==> src/rtl/fifo_drain_ctrl.sv <==
// FIFO read-side drain controller with a 2-entry skid buffer.
// Optional word counter enabled by DRAIN_WORDCOUNT_EN.
module fifo_drain_ctrl #(
    parameter int DATA_WIDTH = 32
) (
    input  logic                  Clk,
    input  logic                  Rst,
    input  logic                  Enable,
    input  logic                  fifoEmpty,
    input  logic [DATA_WIDTH-1:0] fifoData,
    output logic                  fifoRd,
    output logic [DATA_WIDTH-1:0] outData,
    output logic                  outValid,
    input  logic                  outReady,
`ifdef DRAIN_WORDCOUNT_EN
    output logic [15:0]           wordCount,
`endif
    output logic                  drainIdle
);

    typedef enum logic [1:0] {
        IDLE,
        DRAIN,
        FLUSH
    } state_t;

    state_t                r_state;
    logic [1:0]            r_occ;
    logic                  r_inflight;
    logic                  r_idle;
    logic [DATA_WIDTH-1:0] r_buf0;
    logic [DATA_WIDTH-1:0] r_buf1;

    logic       w_pop;
    logic       w_push;
    logic [1:0] w_occ_nxt;

    assign w_pop     = (r_occ != 2'd0) && outReady;
    assign w_push    = r_inflight;
    assign w_occ_nxt = r_occ + {1'b0, w_push} - {1'b0, w_pop};

    // A new read becomes next cycle's in-flight word, so it must fit
    // alongside whatever the buffer will hold after this cycle.
    assign fifoRd    = (r_state == DRAIN) && !fifoEmpty && (w_occ_nxt < 2'd2);

    assign outValid  = (r_occ != 2'd0);
    assign outData   = outValid ? r_buf0 : '0;
    assign drainIdle = r_idle;

    always_ff @(posedge Clk) begin
        if (Rst) begin
            r_state    <= IDLE;
            r_idle     <= 1'b1;
            r_occ      <= 2'd0;
            r_inflight <= 1'b0;
            r_buf0     <= '0;
            r_buf1     <= '0;
        end else begin
            r_occ      <= w_occ_nxt;
            r_inflight <= fifoRd;

            if (w_pop) begin
                r_buf0 <= r_buf1;
                if (w_push) begin
                    if (r_occ == 2'd1) r_buf0 <= fifoData;
                    else               r_buf1 <= fifoData;
                end
            end else if (w_push) begin
                if (r_occ == 2'd0) r_buf0 <= fifoData;
                else               r_buf1 <= fifoData;
            end

            unique case (r_state)
                IDLE: begin
                    if (Enable) begin
                        r_state <= DRAIN;
                        r_idle  <= 1'b0;
                    end
                end
                DRAIN: begin
                    if (!Enable) r_state <= FLUSH;
                end
                FLUSH: begin
                    // Leave as soon as the last held word is handed off.
                    if (Enable) begin
                        r_state <= DRAIN;
                    end else if (!r_inflight && (w_occ_nxt == 2'd0)) begin
                        r_state <= IDLE;
                        r_idle  <= 1'b1;
                    end
                end
                default: begin
                    r_state <= IDLE;
                    r_idle  <= 1'b1;
                end
            endcase
        end
    end

`ifdef DRAIN_WORDCOUNT_EN
    logic [15:0] r_wcnt;

    always_ff @(posedge Clk) begin
        if (Rst)        r_wcnt <= 16'd0;
        else if (w_pop) r_wcnt <= r_wcnt + 16'd1;
    end

    assign wordCount = r_wcnt;
`endif

endmodule

==> config.mk <==
export PLATFORM = sky130hd
export DESIGN_NAME = fifo_drain_ctrl
export DESIGN_NICKNAME = d
export VERILOG_FILES = /design/src/rtl/fifo_drain_ctrl.sv
export SDC_FILE = /design/constraint.sdc
export NUM_CORES = 1
export LEC_CHECK = 0
export CAP_MARGIN = 20
export CORE_ASPECT_RATIO = 1.4
export CORE_MARGIN = 3
export CORE_UTILIZATION = 47
export CTS_CLUSTER_SIZE = 24
export DETAILED_ROUTE_END_ITERATION = 8
export PLACE_DENSITY = 0.79
export SYNTH_ARGS = -nofsm -noshare
export SYNTH_HDL_FRONTEND = slang
export SYNTH_SLANG_ARGS = --single-unit
export TNS_END_PERCENT = 1
==> constraint.sdc <==
create_clock -name Clk -period 1.9 [get_ports Clk]
set_input_delay 0.475 -clock Clk [delete_from_list [all_inputs] [get_ports Clk]]
set_output_delay 0.475 -clock Clk [all_outputs]
set_load 0.05 [all_outputs]
==> flow_summary.yaml <==
status:
  run_status: "finished, violations left"
  violations: "setup timing"
clock_tree:
  cts_root_buffer: "clkbuf_8"
  cts_tree: "done"
  clk_pin_slew_ns: 0.08
  clock_sinks: 70
  numCtsBuffers: 9
  htreeDepth: 3
  clockBufferDepth: 2
  cts_hold_buf: 0
  postCtsSetupRepairBufs: 0
  clk_latency_ns: 0.35
placed_design:
  placed_area_mm2: 0.00493
  routabilityCongestion: 0.812
  dp_hpwl_um: 6700
  dp_cells: 644
  port_buffers: 71
  post-place-ws_ns: -0.620
die:
  rows: 37
  dieArea_mm2: 0.00889
  fp.dieW_um: 80.5
  die_height_um: 110
  initial_core_util: 0.490
  core_mm2: 0.00745
  io_pins: 72
global_routing:
  grt_usage: 0.255
  grt_pass1_vias: 3889
  grt_max_degree: 72
  antenna_found_initial: 0
  gr-total-overflow: 0
  grt_pass1_wl_um: 17900
logic_synthesis:
  async_flop_share: 0
  ys_dominant_reg_cell: "dfxtp_1"
  synth-edff-count: 0
  ys_seq_area_frac: 0.383
  synth_nets: 535
  netlist_instances: 496
  netlist_top_cells_area: "dfxtp_1, nor3_1, o211a_1"
  syn_area_per_cell_um2: 7.37
  synth_cell_types: 29
  yosysTopAreaCellShare: 0.383
  syn_area_mm2: 0.00365
  synth-seq-cells: 70
  synth_warnings: 0
  post-synth-top-area-cell: "dfxtp_1"
drt:
  drtAntennaViolNets: 0
  wirelength_um: 10800
  firstDrtPassIters: 5
  drcViolationCount: 0
  avgRoutedWirePerCell_um: 16.4
  vias: 3851
  dr.first_iter.drc_count: 342
  via_per_inst: 5.83
cells_and_area:
  multi_input_area_mm2: 0.00221
  design_area_mm2: 0.00524
  drive_above_1_share: 0.213
  fin_util: 0.703
  diodes: 0
  finalNonFillerCells: 660
  nFillCells: 573
  seqCellArea_mm2: 0.00141
  final_nets: 597
  area_growth_pct: 43.4
setup_path:
  critPathRequiredTime_ns: 1.42
  critPathArrivalTime_ns: 1.77
  cp-start-kind: "flip-flop"
  rr_worst_depth: 9
  path_cells: "nor2_4 > nor2_4 > ha_4 > inv_2 > ha_4 > xnor2_4 > nor3_4 > buf_12"
  worstPathMaxFanout: 2
  reg2reg_slack_ns: 0.03
  critPathKind: "reg -> out"
  reg2reg_to: "drainIdle$_SDFFE_PP1P_"
  end_kind: "primary output"
  slowest_delay_ns: 0.34
  crit_slowest_cell: "dfxtp_2"
  r2r-start: "r_occ[1]$_SDFF_PP0_"
power_and_ir_drop:
  power_frac_seq: 0.288
  p_sw_frac: 0.395
  p_sw_mw: 2.80
  comb_power_share: 0.522
  p_total_mw: 7.10
  p_int_mw: 4.30
  clockPowerShare: 0.190
  power.leakage_nw: 2.35
  vdd_drop_max_mv: 0.841
  powerDensity_mw_per_mm2: 1360
worst_hold_path:
  hold_end: "r_buf1[11]$_SDFFE_PP0P_"
  hp-class: "reg -> reg"
  worstHoldStart: "r_buf1[11]$_SDFFE_PP0P_"
  whs_path_depth: 2
sta:
  whs_ns: 0.477
  hold_viol: 0
  fin_skew_ns: 0.00921
  final.setup.tns_ns: -2.82
  setup_viol: 33
  timing.fmax_mhz: 445
  min_period_ns: 2.25
  drv_slew: 0
  layout_setup_ws_ns: -0.349
  max_slew_margin: 0.700
  fin_crit_sh: 1.18
  rsz0062_at_grt: "true"
  worst_pin_slew_ns: 0.449
flow_run:
  maxCapViolCount: 0
==> layout by cell type (no fill, tap or decap), drive strengths merged, types with 2 or more instances in the layout <==
| master | instances |
|---|---|
| o21ai | 34 |
| bufinv | 2 |
| dfxtp | 70 |
| a21oi | 34 |
| and2 | 32 |
| inv | 5 |
| o211a | 31 |
| clkinvlp | 2 |
| nand2 | 66 |
| nor3b | 31 |
| clkdlybuf4s50 | 34 |
| a211oi | 3 |
| clkbuf | 10 |
| xnor2 | 2 |
| clkinv | 3 |
| nor2b | 3 |
| nor3 | 64 |
| nor2 | 66 |
| buf | 60 |
| ha | 2 |
==> registers in the layout (all words and copies together), names as in the netlist <==
signal / flops
r_state: 2
r_occ: 2
drainIdle: 1
r_buf0: 32
r_inflight: 1
r_buf1: 32
==> Yosys cell counts, types with 2 or more instances <==
library cell,number
o21ai_0,32
buf_1,4
o211a_1,31
nor3b_1,31
dfxtp_1,70
a211oi_1,3
nor2_1,66
inv_1,5
clkbuf_1,32
nor3_1,64
buf_2,7
xnor2_1,2
and2_1,32
a21oi_1,34
ha_1,2
nand2_1,66
nor2b_1,3
==> final cells by class <==
type,count,share of cell area
clock buffer,10,0.0263
clock inverter,6,0.0162
inverter,6,0.00525
multi-input combinational,376,0.421
sequential,70,0.268
tap,97,0.0232
timing repair buffer,95,0.240
==> worst max-delay path by stage <==
stage / from / endpoint / slack (ns) / cells past startpoint
finish: r_occ[1]$_SDFF_PP0_ / fifoRd / -0.35 / 8
global route: r_occ[1]$_SDFF_PP0_ / fifoRd / -0.41 / 8
CTS: r_occ[1]$_SDFF_PP0_ / fifoRd / -0.36 / 8
detailed placement: outReady / fifoRd / -0.62 / 9
global placement: outReady / fifoRd / -0.61 / 9
floorplan: r_inflight$_SDFF_PP0_ / fifoRd / -0.28 / 8
==> logic make-up (layout without fill, tap and decap cells) <==
kind of cell / count (synthesis) / in the layout / share of synthesized area
xor+xnor: 2 / 2 / 0.00479
compound gates: 105 / 105 / 0.194
flops: 70 / 70 / 0.383
simple gates: 267 / 267 / 0.356
fa+ha+maj: 2 / 2 / 0.00685
buf+inv: 50 / 117 / 0.0548
==> what timing repair did <==
action                                  CTS  global route
endpoints found under the setup margin   35            63
resized for setup                        33             4
pin swaps                                 3             0
gates cloned                              0             0
==> layer usage <==
metal | part of all wire | GRT usage | routed length [um] | vias up
met4 | 0.016 | 0.0894 | 178 | 0
met2 | 0.52 | 0.451 | 5570 | 174
met3 | 0.073 | 0.0512 | 789 | 18
met5 | 0 | 0 | 0 | -
li1 | - | - | - | 1827
met1 | 0.40 | 0.306 | 4270 | 1832
==> critical path: cells and delay by family (launching register included) <==
| family | cells | cell delay, ns |
|---|---|---|
| xor gates and xnor gates | 1 | 0.13 |
| and+or+nand+nor | 3 | 0.36 |
| buffers and inverters | 2 | 0.19 |
| adders and majority gates | 2 | 0.41 |
| DFF | 1 | 0.34 |
==> power by group through the flow <==
stage | Clock (mW) | Combinational [mW] | Sequential (mW)
after floorplan | 0 | 2.16 | 2.02
after CTS | 1.36 | 3.67 | 2.03
after detailed placement | 0 | 3.50 | 2.04
final | 1.35 | 3.71 | 2.04
after global placement | 0 | 3.42 | 2.02
after global routing | 1.42 | 4.00 | 2.07
No activity file was read; power rests on OpenSTA's default activity.
